File: config.mk
export PLATFORM = sky130hd
export DESIGN_NAME = hall_sequence_generator_flat
export DESIGN_NICKNAME = d
export VERILOG_FILES = /design/src/rtl/hall_sequence_generator_if.sv /design/src/rtl/hall_sequence_generator.sv /design/src/flat_wrapper.sv
export SDC_FILE = /design/constraint.sdc
export NUM_CORES = 1
export LEC_CHECK = 0
export BUFFER_PORTS_ARGS = -buffer_cell sky130_fd_sc_hd__buf_2
export CAP_MARGIN = 40
export CORE_MARGIN = 4
export CORE_UTILIZATION = 54
export DETAILED_ROUTE_END_ITERATION = 16
export GPL_TIMING_DRIVEN = 0
export MAX_ROUTING_LAYER = met4
export PLACE_DENSITY = 0.84
export SYNTH_ARGS = -nofsm -noshare
export SYNTH_HDL_FRONTEND = slang
export SYNTH_SLANG_ARGS = --single-unit
export TNS_END_PERCENT = 50
File: constraint.sdc
create_clock -name CLK -period 2.9 [get_ports CLK]
set_input_delay 0.29 -clock CLK [delete_from_list [all_inputs] [get_ports CLK]]
set_output_delay 0.29 -clock CLK [all_outputs]
set_load 0.03 [all_outputs]
File: src/rtl/hall_sequence_generator_if.sv
// Control and sensor-side signals of the Hall sequence generator, grouped so that
// a controller (master) drives the run controls and observes the emulated sensor lines.
interface hall_sequence_generator_if #(
  parameter int PW = 16
);
  logic          EN;
  logic          DIR;
  logic [PW-1:0] PERIOD;
  logic [2:0]    H;
  logic          STEP;
  logic          REV;
  logic [7:0]    STEPS;

  modport master (output EN, DIR, PERIOD, input H, STEP, REV, STEPS);
  modport slave  (input EN, DIR, PERIOD, output H, STEP, REV, STEPS);
endinterface

File: src/rtl/hall_sequence_generator.sv
// Emulates three-phase Hall sensor outputs: a prescaled timebase paces a step counter
// that walks a six-state Gray sequence forward or backward at a programmable rate.
module hall_sequence_generator #(
  parameter int PRESCALE = 50,
  parameter int PW       = 16
) (
  input logic                      CLK,
  input logic                      RST,
  hall_sequence_generator_if.slave bus
);

  localparam int CW = (PRESCALE > 2) ? $clog2(PRESCALE) : 1;
  localparam logic [CW-1:0] PRESCALE_M1 = CW'(PRESCALE - 1);

  // The state encoding is the Hall code itself, so H comes straight off the flops.
  typedef enum logic [2:0] {
    S0 = 3'b001,
    S1 = 3'b011,
    S2 = 3'b010,
    S3 = 3'b110,
    S4 = 3'b100,
    S5 = 3'b101
  } hall_state_e;

  hall_state_e   state_q, state_d;
  logic [CW-1:0] presc_q, presc_d;
  logic [PW-1:0] cnt_q, cnt_d;
  logic [PW-1:0] per_q, per_d;
  logic          dir_q, dir_d;
  logic          en_q, en_d;
  logic          step_q, step_d;
  logic          rev_q, rev_d;
  logic [7:0]    steps_q, steps_d;
  logic          tick;

  function automatic hall_state_e next_state(hall_state_e s, logic reverse);
    case (s)
      S0:      return reverse ? S5 : S1;
      S1:      return reverse ? S0 : S2;
      S2:      return reverse ? S1 : S3;
      S3:      return reverse ? S2 : S4;
      S4:      return reverse ? S3 : S5;
      S5:      return reverse ? S4 : S0;
      default: return S0;
    endcase
  endfunction

  // NOTE: every signal assigned here gets a default first, so no path can leave
  // one unassigned and infer a latch.
  always_comb begin
    state_d = state_q;
    presc_d = presc_q;
    cnt_d   = cnt_q;
    per_d   = per_q;
    dir_d   = dir_q;
    en_d    = bus.EN;
    steps_d = steps_q;
    step_d  = 1'b0;
    rev_d   = 1'b0;
    tick    = 1'b0;

    if (!bus.EN) begin
      presc_d = '0;
      cnt_d   = '0;
    end else if (!en_q) begin
      // Enabling edge only captures the run settings; the timebase starts from zero.
      per_d   = bus.PERIOD;
      dir_d   = bus.DIR;
      presc_d = '0;
      cnt_d   = '0;
    end else begin
      tick    = (presc_q == PRESCALE_M1);
      presc_d = tick ? '0 : presc_q + CW'(1);
      if (tick) begin
        if (per_q == '0) begin
          // Stopped: keep polling PERIOD once per tick until it becomes nonzero.
          per_d = bus.PERIOD;
          cnt_d = '0;
        end else if (cnt_q == per_q - PW'(1)) begin
          cnt_d   = '0;
          per_d   = bus.PERIOD;
          dir_d   = bus.DIR;
          state_d = next_state(state_q, dir_q);
          steps_d = steps_q + 8'd1;
          step_d  = 1'b1;
          rev_d   = (state_d == S0);
        end else begin
          cnt_d = cnt_q + PW'(1);
        end
      end
    end
  end

  // NOTE: state registers use non-blocking assignments so every flop samples the
  // pre-edge values regardless of statement order.
  always_ff @(posedge CLK or negedge RST) begin
    if (!RST) begin
      state_q <= S0;
      presc_q <= '0;
      cnt_q   <= '0;
      per_q   <= '0;
      dir_q   <= 1'b0;
      en_q    <= 1'b0;
      step_q  <= 1'b0;
      rev_q   <= 1'b0;
      steps_q <= '0;
    end else begin
      state_q <= state_d;
      presc_q <= presc_d;
      cnt_q   <= cnt_d;
      per_q   <= per_d;
      dir_q   <= dir_d;
      en_q    <= en_d;
      step_q  <= step_d;
      rev_q   <= rev_d;
      steps_q <= steps_d;
    end
  end

  assign bus.H     = state_q;
  assign bus.STEP  = step_q;
  assign bus.REV   = rev_q;
  assign bus.STEPS = steps_q;

endmodule
File: src/flat_wrapper.sv
// flat-port wrapper written by rule: the top's interface ports become plain ports
module hall_sequence_generator_flat 
#(
  parameter int PRESCALE = 50,
  parameter int PW       = 16
)
  (CLK, RST, bus_EN, bus_DIR, bus_PERIOD, bus_H, bus_STEP, bus_REV, bus_STEPS);
  hall_sequence_generator_if #(.PW(PW)) bus_i ();
  input logic CLK;
  input logic RST;
  input wire logic [$bits(bus_i.EN)-1:0] bus_EN;
  input wire logic [$bits(bus_i.DIR)-1:0] bus_DIR;
  input wire logic [$bits(bus_i.PERIOD)-1:0] bus_PERIOD;
  output wire logic [$bits(bus_i.H)-1:0] bus_H;
  output wire logic [$bits(bus_i.STEP)-1:0] bus_STEP;
  output wire logic [$bits(bus_i.REV)-1:0] bus_REV;
  output wire logic [$bits(bus_i.STEPS)-1:0] bus_STEPS;
  assign bus_i.EN = bus_EN;
  assign bus_i.DIR = bus_DIR;
  assign bus_i.PERIOD = bus_PERIOD;
  assign bus_H = bus_i.H;
  assign bus_STEP = bus_i.STEP;
  assign bus_REV = bus_i.REV;
  assign bus_STEPS = bus_i.STEPS;
  hall_sequence_generator #(.PRESCALE(PRESCALE), .PW(PW)) u_core (.CLK(CLK), .RST(RST), .bus(bus_i));
endmodule
==> results.yml <==
clock_tree:
  clk_path_buf_depth: 2
  cts.clk_slew.worst_paths_ps: 100
  cts.sinks: 53
  cts_tree: "built"
  htree_levels: 2
  cts-root-buf: "clkbuf_8"
  insertion_delay_ps: 320
  numCtsBuffers: 5
cells_and_area:
  syn_to_final_growth_pct: 16.2
  drive_gt1_frac: 0.208
  diodes: 0
  final_cells: 508
  most-common-layout-cells: "48 x dfrtp_1, 43 x nand3_1, 40 x nand2_1"
  fillers: 491
  layout_commonest_cell: "dfrtp_1"
  nNetsFinal: 457
die:
  start_util: 0.566
  die_w_um: 87.5
  dieHeight_um: 87.5
  ios: 33
  core_mm2: 0.00603
  die_area_mm2: 0.00765
  num_rows: 28
drt:
  routed_via_density: 6.36
  dr.pass1.iters: 7
  drt-initial-drc-count: 338
  wl_per_cell_um: 17.3
  detail_route.drc_violations: 0
  drt_wl_total_um: 8770
  antenna_left: 0
  vias: 3232
flow_run:
  cap_violations: 0
logic_synthesis:
  synthFlopType: "dfrtp_1"
  yosysSeqAreaShare: 0.389
  yosysUniqueCellTypes: 56
  yosys_register_bits: 53
  netlist.area_leader.share: 0.381
  syn_nets: 409
  postSynthAreaPerCell_um2: 8.89
  synth_area_mm2: 0.00341
  synth_top_cell_by_area: "dfrtp_1"
  synthTopCellsByArea: "dfrtp_1 38%, nand3_1 6.3%, xnor2_1 5.6%"
  synthCells: 384
  async_flop_share: 1.00
  synth_warnings: 0
  synth_edf_count: 0
critical_path:
  critPathCaptureType: "register"
  critPathRequiredTime_ps: 3100
  worstPathMaxFanout: 10
  crit_type: "reg -> reg"
  critPathArrivalTime_ps: 3050
  startpoint_type: "register"
power:
  ir_drop_mv: 0.361
  leakage_nw: 1.68
  p_total_mw: 1.57
  p_per_area_mw_per_mm2: 395
timing:
  min_period_over_period: 0.985
  drv_slew: 0
  clock.fmax_mhz: 350
  skew_ps: 7.80
  final_hold_viol_count: 0
  post-route-min-period_ps: 2860
  setup_viol: 0
  rsz0062_at_grt: "true"
  worst_pin_slew_ps: 641
  slew_headroom: 0.571
global_routing:
  grt_overflow: 0
  grt_max_degree: 35
  grt_pass1_vias: 3079
  antenna_found_initial: 0
  grt_first_pass_wirelength_um: 14600
  grt_usage: 0.247
run_status:
  status: "finished clean"
worst_hold_path:
  holdCritPathClass: "in -> reg"
placement:
  io_buffers: 32
  globalplace.congestion: 0.876
  place_hpwl_um: 6010
  dp.cells: 492
-- per-stage QoR --
step | setup slack, ps | area [µm²] | utilization | setup TNS (ps) | hold WS, ps
after floorplan | 8.46 | 3410 | - | 0 | -5.59
after global placement | -358 | 3670 | 0.608 | -12010 | 421
after detailed placement | -506 | 3690 | 0.612 | -17800 | 285
after CTS | 4.97 | 3880 | 0.644 | 0 | 107
after global routing | -95.2 | 3970 | 0.658 | -1250 | 94.7
final | 42.9 | 3970 | 0.658 | 0 | 101
-- critical path, stage by stage (launching register included) --
cell and delay, ps:
dfrtp_2 460, nor4_4 270, buf_4 180, buf_4 120
nand4b_1 100, xnor2_1 180, nor4_4 330, nor4b_4 310
nand3_2 180, buf_6 180, clkbuf_4 190, o21ai_0 120
nand2_1 90
-- sequential cells by signal, summed over array words and instances, names as in the netlist --
register          flops
u_core.bus.REV        1
u_core.per_q         16
u_core.bus.STEP       1
u_core.bus.H          3
u_core.dir_q          1
u_core.presc_q        6
u_core.cnt_q         16
u_core.bus.STEPS      8
u_core.en_q           1
-- synth_stat cells, types with 4 or more instances --
cell type / number
nand4_1: 9
a31oi_1: 9
and3_1: 12
nor4_2: 5
nor3_1: 12
a22oi_1: 12
nand3_1: 43
nand4b_1: 6
o211ai_1: 17
xnor2_1: 22
a21oi_1: 4
ha_1: 5
buf_2: 6
dfrtp_1: 52
inv_1: 13
mux2_2: 4
xor2_1: 10
clkbuf_1: 16
mux2i_1: 5
o21ai_0: 13
nor2_1: 23
nand2_1: 40
-- worst paths after layout --
check | start | to | slack (ps) | cells past startpoint
worst max-delay path | u_core.per_q[3] | u_core.cnt_q[12] | 40 | 12
worst min-delay path | bus_EN | u_core.en_q | 100 | 1
max in group asynchronous | RST | u_core.bus.H[0] | 1820 | 3
min in group asynchronous | RST | u_core.cnt_q[2] | 470 | 2
worst max register to register | u_core.per_q[3] | u_core.cnt_q[12] | 40 | 12
worst min register to register | u_core.bus.STEPS[7] | u_core.bus.STEPS[7] | 470 | 1
-- cell type report --
type | count | area, µm² | share of cell area
clock inverters | 1 | 30.0 | 0.00757
repair buffers | 44 | 265 | 0.0669
flip-flops and latches | 53 | 1330 | 0.336
plain buffers | 22 | 111 | 0.0281
inverters | 13 | 48.8 | 0.0123
well taps | 75 | 93.8 | 0.0237
clock buffers | 7 | 86.3 | 0.0218
multi-input cells | 293 | 2000 | 0.504
-- power by group --
group / total [mW] / switching (mW) / internal, mW
clock network: 0.537 / 0.255 / 0.282
logic: 0.221 / 0.119 / 0.102
registers: 0.808 / 0.0415 / 0.767
-- metal layers --
| metal | vias to the layer above | global-route usage | wire, µm |
|---|---|---|---|
| li1 | 1504 | - | - |
| met2 | 147 | 0.391 | 4250 |
| met4 | 0 | 0.0586 | 171 |
| met5 | - | - | 0 |
| met3 | 23 | 0.0473 | 742 |
| met1 | 1558 | 0.329 | 3610 |
-- cells by family (layout without fill, tap and decap cells) --
logic type | after synthesis | after routing | synth area share
and+or+nand+nor | 173 | 173 | 0.283
AOI/OAI and AO/OA | 74 | 74 | 0.154
DFF | 53 | 53 | 0.389
buffers and inverters | 38 | 87 | 0.0462
xor gates and xnor gates | 32 | 32 | 0.0821
muxes | 9 | 9 | 0.0279
adders and majority gates | 5 | 5 | 0.0183
-- repair_timing --
action,4_1_cts,5_1_grt
setup buffers,4,6
resized for setup,10,17
pin swaps,2,5
hold buffers,1,0
hold endpoints to repair,19,0
setup endpoints to repair,46,41
(Power assumes the default switching activity.)
